[src/rtl/fwd_ctrl_unit_pkg.sv]
// Shared types and constants for the EX-stage forwarding / load-use stall unit.
// FWD_LOAD_USE_STALL_EN adds the memread shadow bit used by load-use detection.
package fwd_ctrl_unit_pkg;

    localparam int FWD_REG_AW = 5;

    localparam logic [1:0] FWD_RF  = 2'b00;
    localparam logic [1:0] FWD_WB  = 2'b01;
    localparam logic [1:0] FWD_MEM = 2'b10;

    typedef struct packed {
        logic                  valid;
        logic [FWD_REG_AW-1:0] rs;
        logic [FWD_REG_AW-1:0] rt;
        logic [FWD_REG_AW-1:0] dst;
        logic                  regwrite;
`ifdef FWD_LOAD_USE_STALL_EN
        logic                  memread;
`endif
    } stage_t;

endpackage

[src/rtl/fwd_ctrl_unit_if.sv]
// Decode-stage instruction fields in, EX operand selects and stall out.
interface fwd_ctrl_unit_if
    import fwd_ctrl_unit_pkg::*;
#(
    parameter int REG_AW = FWD_REG_AW
) ();

    logic              id_valid;
    logic [REG_AW-1:0] id_rs;
    logic [REG_AW-1:0] id_rt;
    logic [REG_AW-1:0] id_dst;
    logic              id_regwrite;
    logic              id_memread;
    logic              flush;
    logic [1:0]        fwd_a;
    logic [1:0]        fwd_b;
    logic              stall;

    modport master (
        output id_valid, id_rs, id_rt, id_dst, id_regwrite, id_memread, flush,
        input  fwd_a, fwd_b, stall
    );

    modport slave (
        input  id_valid, id_rs, id_rt, id_dst, id_regwrite, id_memread, flush,
        output fwd_a, fwd_b, stall
    );

endinterface

[src/rtl/fwd_ctrl_unit_fwd_match.sv]
// One operand's forwarding select: newest matching producer (MEM over WB), never $0.
module fwd_match
    import fwd_ctrl_unit_pkg::*;
(
    input  logic                  en,
    input  logic [FWD_REG_AW-1:0] src,
    input  stage_t                mem_s,
    input  stage_t                wb_s,
    output logic [1:0]            sel
);

    always_comb begin
        sel = FWD_RF;
        if (en) begin
            if (mem_s.valid && mem_s.regwrite && (mem_s.dst != '0) && (mem_s.dst == src))
                sel = FWD_MEM;
            else if (wb_s.valid && wb_s.regwrite && (wb_s.dst != '0) && (wb_s.dst == src))
                sel = FWD_WB;
        end
    end

    // source fields of the older stages only travel along for pipeline bookkeeping
    wire unused_fields = ^{mem_s.rs, mem_s.rt, wb_s.rs, wb_s.rt};
`ifdef FWD_LOAD_USE_STALL_EN
    wire unused_memread = mem_s.memread ^ wb_s.memread;
`endif

endmodule

[src/rtl/fwd_ctrl_unit.sv]
// Forwarding and load-use stall control with EX/MEM/WB shadow stages.
// Load-use stall only exists when FWD_LOAD_USE_STALL_EN is defined.
module fwd_ctrl_unit
    import fwd_ctrl_unit_pkg::*;
#(
    parameter int REG_AW = FWD_REG_AW
) (
    input  logic            clk,
    input  logic            rst_n,
    fwd_ctrl_unit_if.slave  bus
);

    stage_t ex_q;
    stage_t mem_q;
    stage_t wb_q;
    logic   stall_c;

    logic [REG_AW-1:0] id_rs_w;
    logic [REG_AW-1:0] id_rt_w;
    logic [REG_AW-1:0] id_dst_w;

    assign id_rs_w  = bus.id_rs;
    assign id_rt_w  = bus.id_rt;
    assign id_dst_w = bus.id_dst;

`ifdef FWD_LOAD_USE_STALL_EN
    // stall looks at the live decode operands, so it resolves in the same cycle
    assign stall_c = ex_q.valid && ex_q.memread && (ex_q.dst != '0) && bus.id_valid &&
                     ((ex_q.dst == id_rs_w) || (ex_q.dst == id_rt_w));
`else
    assign stall_c = 1'b0;
    wire unused_memread = bus.id_memread;
`endif

    always_ff @(posedge clk or negedge rst_n) begin
        if (!rst_n) begin
            ex_q  <= '0;
            mem_q <= '0;
            wb_q  <= '0;
        end else begin
            mem_q <= ex_q;
            wb_q  <= mem_q;
            if (bus.id_valid && !stall_c && !bus.flush) begin
                ex_q.valid    <= 1'b1;
                ex_q.rs       <= id_rs_w;
                ex_q.rt       <= id_rt_w;
                ex_q.dst      <= id_dst_w;
                ex_q.regwrite <= bus.id_regwrite;
`ifdef FWD_LOAD_USE_STALL_EN
                ex_q.memread  <= bus.id_memread;
`endif
            end else begin
                ex_q <= '0;
            end
        end
    end

    fwd_match u_match_a (
        .en    (ex_q.valid),
        .src   (ex_q.rs),
        .mem_s (mem_q),
        .wb_s  (wb_q),
        .sel   (bus.fwd_a)
    );

    fwd_match u_match_b (
        .en    (ex_q.valid),
        .src   (ex_q.rt),
        .mem_s (mem_q),
        .wb_s  (wb_q),
        .sel   (bus.fwd_b)
    );

    assign bus.stall = stall_c;

endmodule

[src/flat_wrapper.sv]
// flat-port wrapper written by rule: the top's interface ports become plain ports
module fwd_ctrl_unit_flat import fwd_ctrl_unit_pkg::*;
#(
    parameter int REG_AW = FWD_REG_AW
)
  (clk, rst_n, bus_id_valid, bus_id_rs, bus_id_rt, bus_id_dst, bus_id_regwrite, bus_id_memread, bus_flush, bus_fwd_a, bus_fwd_b, bus_stall);
  fwd_ctrl_unit_if #(.REG_AW(REG_AW)) bus_i ();
  input  logic clk;
  input  logic rst_n;
  input wire logic [$bits(bus_i.id_valid)-1:0] bus_id_valid;
  input wire logic [$bits(bus_i.id_rs)-1:0] bus_id_rs;
  input wire logic [$bits(bus_i.id_rt)-1:0] bus_id_rt;
  input wire logic [$bits(bus_i.id_dst)-1:0] bus_id_dst;
  input wire logic [$bits(bus_i.id_regwrite)-1:0] bus_id_regwrite;
  input wire logic [$bits(bus_i.id_memread)-1:0] bus_id_memread;
  input wire logic [$bits(bus_i.flush)-1:0] bus_flush;
  output wire logic [$bits(bus_i.fwd_a)-1:0] bus_fwd_a;
  output wire logic [$bits(bus_i.fwd_b)-1:0] bus_fwd_b;
  output wire logic [$bits(bus_i.stall)-1:0] bus_stall;
  assign bus_i.id_valid = bus_id_valid;
  assign bus_i.id_rs = bus_id_rs;
  assign bus_i.id_rt = bus_id_rt;
  assign bus_i.id_dst = bus_id_dst;
  assign bus_i.id_regwrite = bus_id_regwrite;
  assign bus_i.id_memread = bus_id_memread;
  assign bus_i.flush = bus_flush;
  assign bus_fwd_a = bus_i.fwd_a;
  assign bus_fwd_b = bus_i.fwd_b;
  assign bus_stall = bus_i.stall;
  fwd_ctrl_unit #(.REG_AW(REG_AW)) u_core (.clk(clk), .rst_n(rst_n), .bus(bus_i));
endmodule
[config.mk]
export PLATFORM = sky130hd
export DESIGN_NAME = fwd_ctrl_unit_flat
export DESIGN_NICKNAME = d
export VERILOG_FILES = /design/src/rtl/fwd_ctrl_unit_pkg.sv /design/src/rtl/fwd_ctrl_unit_if.sv /design/src/rtl/fwd_ctrl_unit_fwd_match.sv /design/src/rtl/fwd_ctrl_unit.sv /design/src/flat_wrapper.sv
export SDC_FILE = /design/constraint.sdc
export NUM_CORES = 1
export LEC_CHECK = 0
export BUFFER_PORTS_ARGS = -buffer_cell sky130_fd_sc_hd__buf_2
export CORE_MARGIN = 2
export CORE_UTILIZATION = 46
export DETAILED_ROUTE_END_ITERATION = 12
export PLACE_DENSITY = 0.78
export SETUP_SLACK_MARGIN = 0.02
export SLEW_MARGIN = 20
export SYNTH_ARGS = -nofsm -noshare
export SYNTH_HDL_FRONTEND = slang
export SYNTH_SLANG_ARGS = --single-unit
export TNS_END_PERCENT = 1
[constraint.sdc]
create_clock -name clk -period 1.5 [get_ports clk]
set_clock_uncertainty 0.1 [all_clocks]
set_input_delay 0.075 -clock clk [delete_from_list [all_inputs] [get_ports clk]]
set_output_delay 0.075 -clock clk [all_outputs]
set_load 0.01 [all_outputs]
==> run metrics <==
Slew Limit Fails 0; Max IR drop VDD 0.8240 mV; most frequent cells in the layout 31 x dfrtp_1, 23 x buf_2, 18 x and2_1, 18 x dlygate4sd3_1, 10 x xor2_1; Mapped Avg Cell Area 13.33 um2; DR iter-0 viols 0; post-DP HPWL 1440 um; CTS root buf clkbuf_4; Sw Share about 24%; Placer Congestion 0.8471; DR vias 800; synth warn 0; GRT Residual Overflow 0; count of cell types in the netlist 17; Starting Density between 40% and 50%; Startpoint Class flop; PortBufs 23; first-pass GRT wire length 3732 um; Mapped Nets 110; failing checks setup timing; NetSw 361.9 uW; Final ANT Viol Nets 0; largest area contributor in the netlist dfrtp_1; DR vias/cell approximately 4.6; crit path max fanout 2; pwr/cell area 908.3 mW/mm2; RSZ-0062 raised after global routing true; fraction of layout cells with a size suffix above 1 32.17%; Synth area leaders dfrtp_1 65%, and2_1 9.5%, xnor2_1 7.4%, xor2_1 7.4%, nand3_1 1.7%; final hold vios 0; crit end category output pin; post-route minimum period 1.991 ns; crit path kind reg2out; area share of the largest cell type after synthesis 65.40%; commonest non-fill, non-tap cell in the layout dfrtp_1; # IOs 26; vias in the first global route roughly 840; post-route cell area 0.001657 mm2; drt wl/cell around 13 um; MaxCap Viol Count 0; Setup Viol. Count Final 4; initial antenna violation count 0; worst endpoint required time about 1.3 ns; largest net degree at the start of global routing 32; WL final 2227 um; die width about 55 um; Post-Syn Instances 89; leakage power 0.8390 nW; full die area 0.003001 mm2; # rows 18; CTS tree built; Post-CTS Setup Bufs 0; Die H 54.78 um; clock-pin slew on the worst setup and hold paths 0.09 ns; P&R area growth vs syn 39.66%; GR Layer Usage met2 32.94%; register area share after synthesis 65.40%; Clock power frac 28.8%; HP Class in2reg; Reg power frac 59.5%; H-tree depth 2; # clock sinks 31; relative slew slack 57.19%; pre-CTS setup slack -0.1495 ns; clk buf depth 2; placed cell areas 0.001380 mm2; drt pass-1 iters 1; # nets final 163; combinational power share between 10% and 20%; met3 usage 6.557%; met1 Use GR 21.56%; # diodes 0; FMAX about 0.5 GHz; core area 0.002455 mm2; post-route setup slack -0.4913 ns; status finished with violations; FF+latch count, synth 31; drc violations 0; Final period util 132.8%; Internal 1.143 mW; slew of the pin with the lowest slew margin 0.6421 ns; Clock Latency Late Sink 0.32 ns; worst hold slack 0.03557 ns; gr busiest metal met2; Worst EP arrival 1.82 ns; gr usage total between 10% and 20%; TritonCTS buffer count 5; Cell Area, Synth 0.001186 mm2
## kinds of logic after synthesis
| family | Yosys count | share of synthesized area (%) |
|---|---|---|
| xor+xnor | 20 | 14.77 |
| other cells | 1 | 0.3162 |
| flops | 31 | 65.40 |
| compound gates | 1 | 1.055 |
| simple gates | 34 | 17.51 |
| buf+inv | 2 | 0.9493 |
## power groups by stage
stage / clock network (mW) / logic (mW) / registers [mW]
4_1_cts: 0.457 / 0.170 / 0.895
5_1_grt: 0.501 / 0.196 / 0.900
2_1_floorplan: 0 / 0.0659 / 0.906
3_3_place_gp: 0 / 0.124 / 0.909
6_report: 0.433 / 0.177 / 0.895
3_5_place_dp: 0 / 0.127 / 0.910
## sequential cells by signal (all words and copies together), names as in the netlist
name and flops:
u_core.ex_q 17, u_core.wb_q 7, u_core.mem_q 7
## metal layers
metal / wire length (um) / vias to the layer above
met3: 92 / 5
met1: 903 / 384
met4: 28 / 0
met5: 0 / -
li1: - / 390
met2: 1202 / 21
## stage by stage
stage	utilization, %	total power, mW	setup TNS (ns)	std cells
after floorplan	-	0.9720	-0.06270	89
after global placement	56.22	1.033	-0.2743	147
after detailed placement	56.22	1.037	-0.5088	147
after CTS	66.72	1.522	-2.038	173
after global routing	67.48	1.597	-2.308	173
final	67.48	1.505	-1.904	173
## final timing paths
path	startpoint	endpoint	slack, ns	depth (start not counted)
max	u_core.mem_q[2]$_DFF_PN0_	bus_fwd_b[1]	-0.49	5
min	bus_id_valid	u_core.ex_q[16]$_DFF_PN0_	0.04	2
max reg2reg	u_core.mem_q[4]$_DFF_PN0_	u_core.wb_q[4]$_DFF_PN0_	0.74	1
min reg2reg	u_core.ex_q[3]$_DFF_PN0_	u_core.mem_q[3]$_DFF_PN0_	0.25	0
max in group asynchronous	rst_n	u_core.ex_q[4]$_DFF_PN0_	0.68	2
min in group asynchronous	rst_n	u_core.ex_q[9]$_DFF_PN0_	0.20	2
## worst max-delay path: stages, from the launching register on
cell	delay, ns
dfrtp_1	0.39
or4_4	0.55
o211ai_4	0.23
nor4_2	0.07
and2_1	0.13
buf_2	0.13
## cell usage after synthesis
master and instances:
dfrtp_1 31, nor3_1 3, nand4_1 1, and2_1 18, nor4_1 2, nor2b_1 1, nand2_1 1, conb_1 1
or4_1 1, nor3_2 2, o211ai_2 1, buf_4 1, clkbuf_1 1, nor2_1 1, xnor2_1 10, xor2_1 10
nand3_1 4
## layout make-up
cell class / instances / area, um2
fill: 189 / 798.3
sequential: 31 / 775.7
multi-input combinational: 56 / 442.9
timing repair buffer: 48 / 347.8
clock buffer: 5 / 37.54
tap: 30 / 37.54
clock inverter: 3 / 15.01
## what timing repair did
item | in CTS | in global routing
gates resized for setup | 4 | 3
cloned | 0 | 0
endpoints found under the hold margin | 48 | 0
pin swaps | 3 | 2
hold buffers | 18 | 0
setup endpoints to repair | 4 | 20
(Power assumes the default switching activity.)
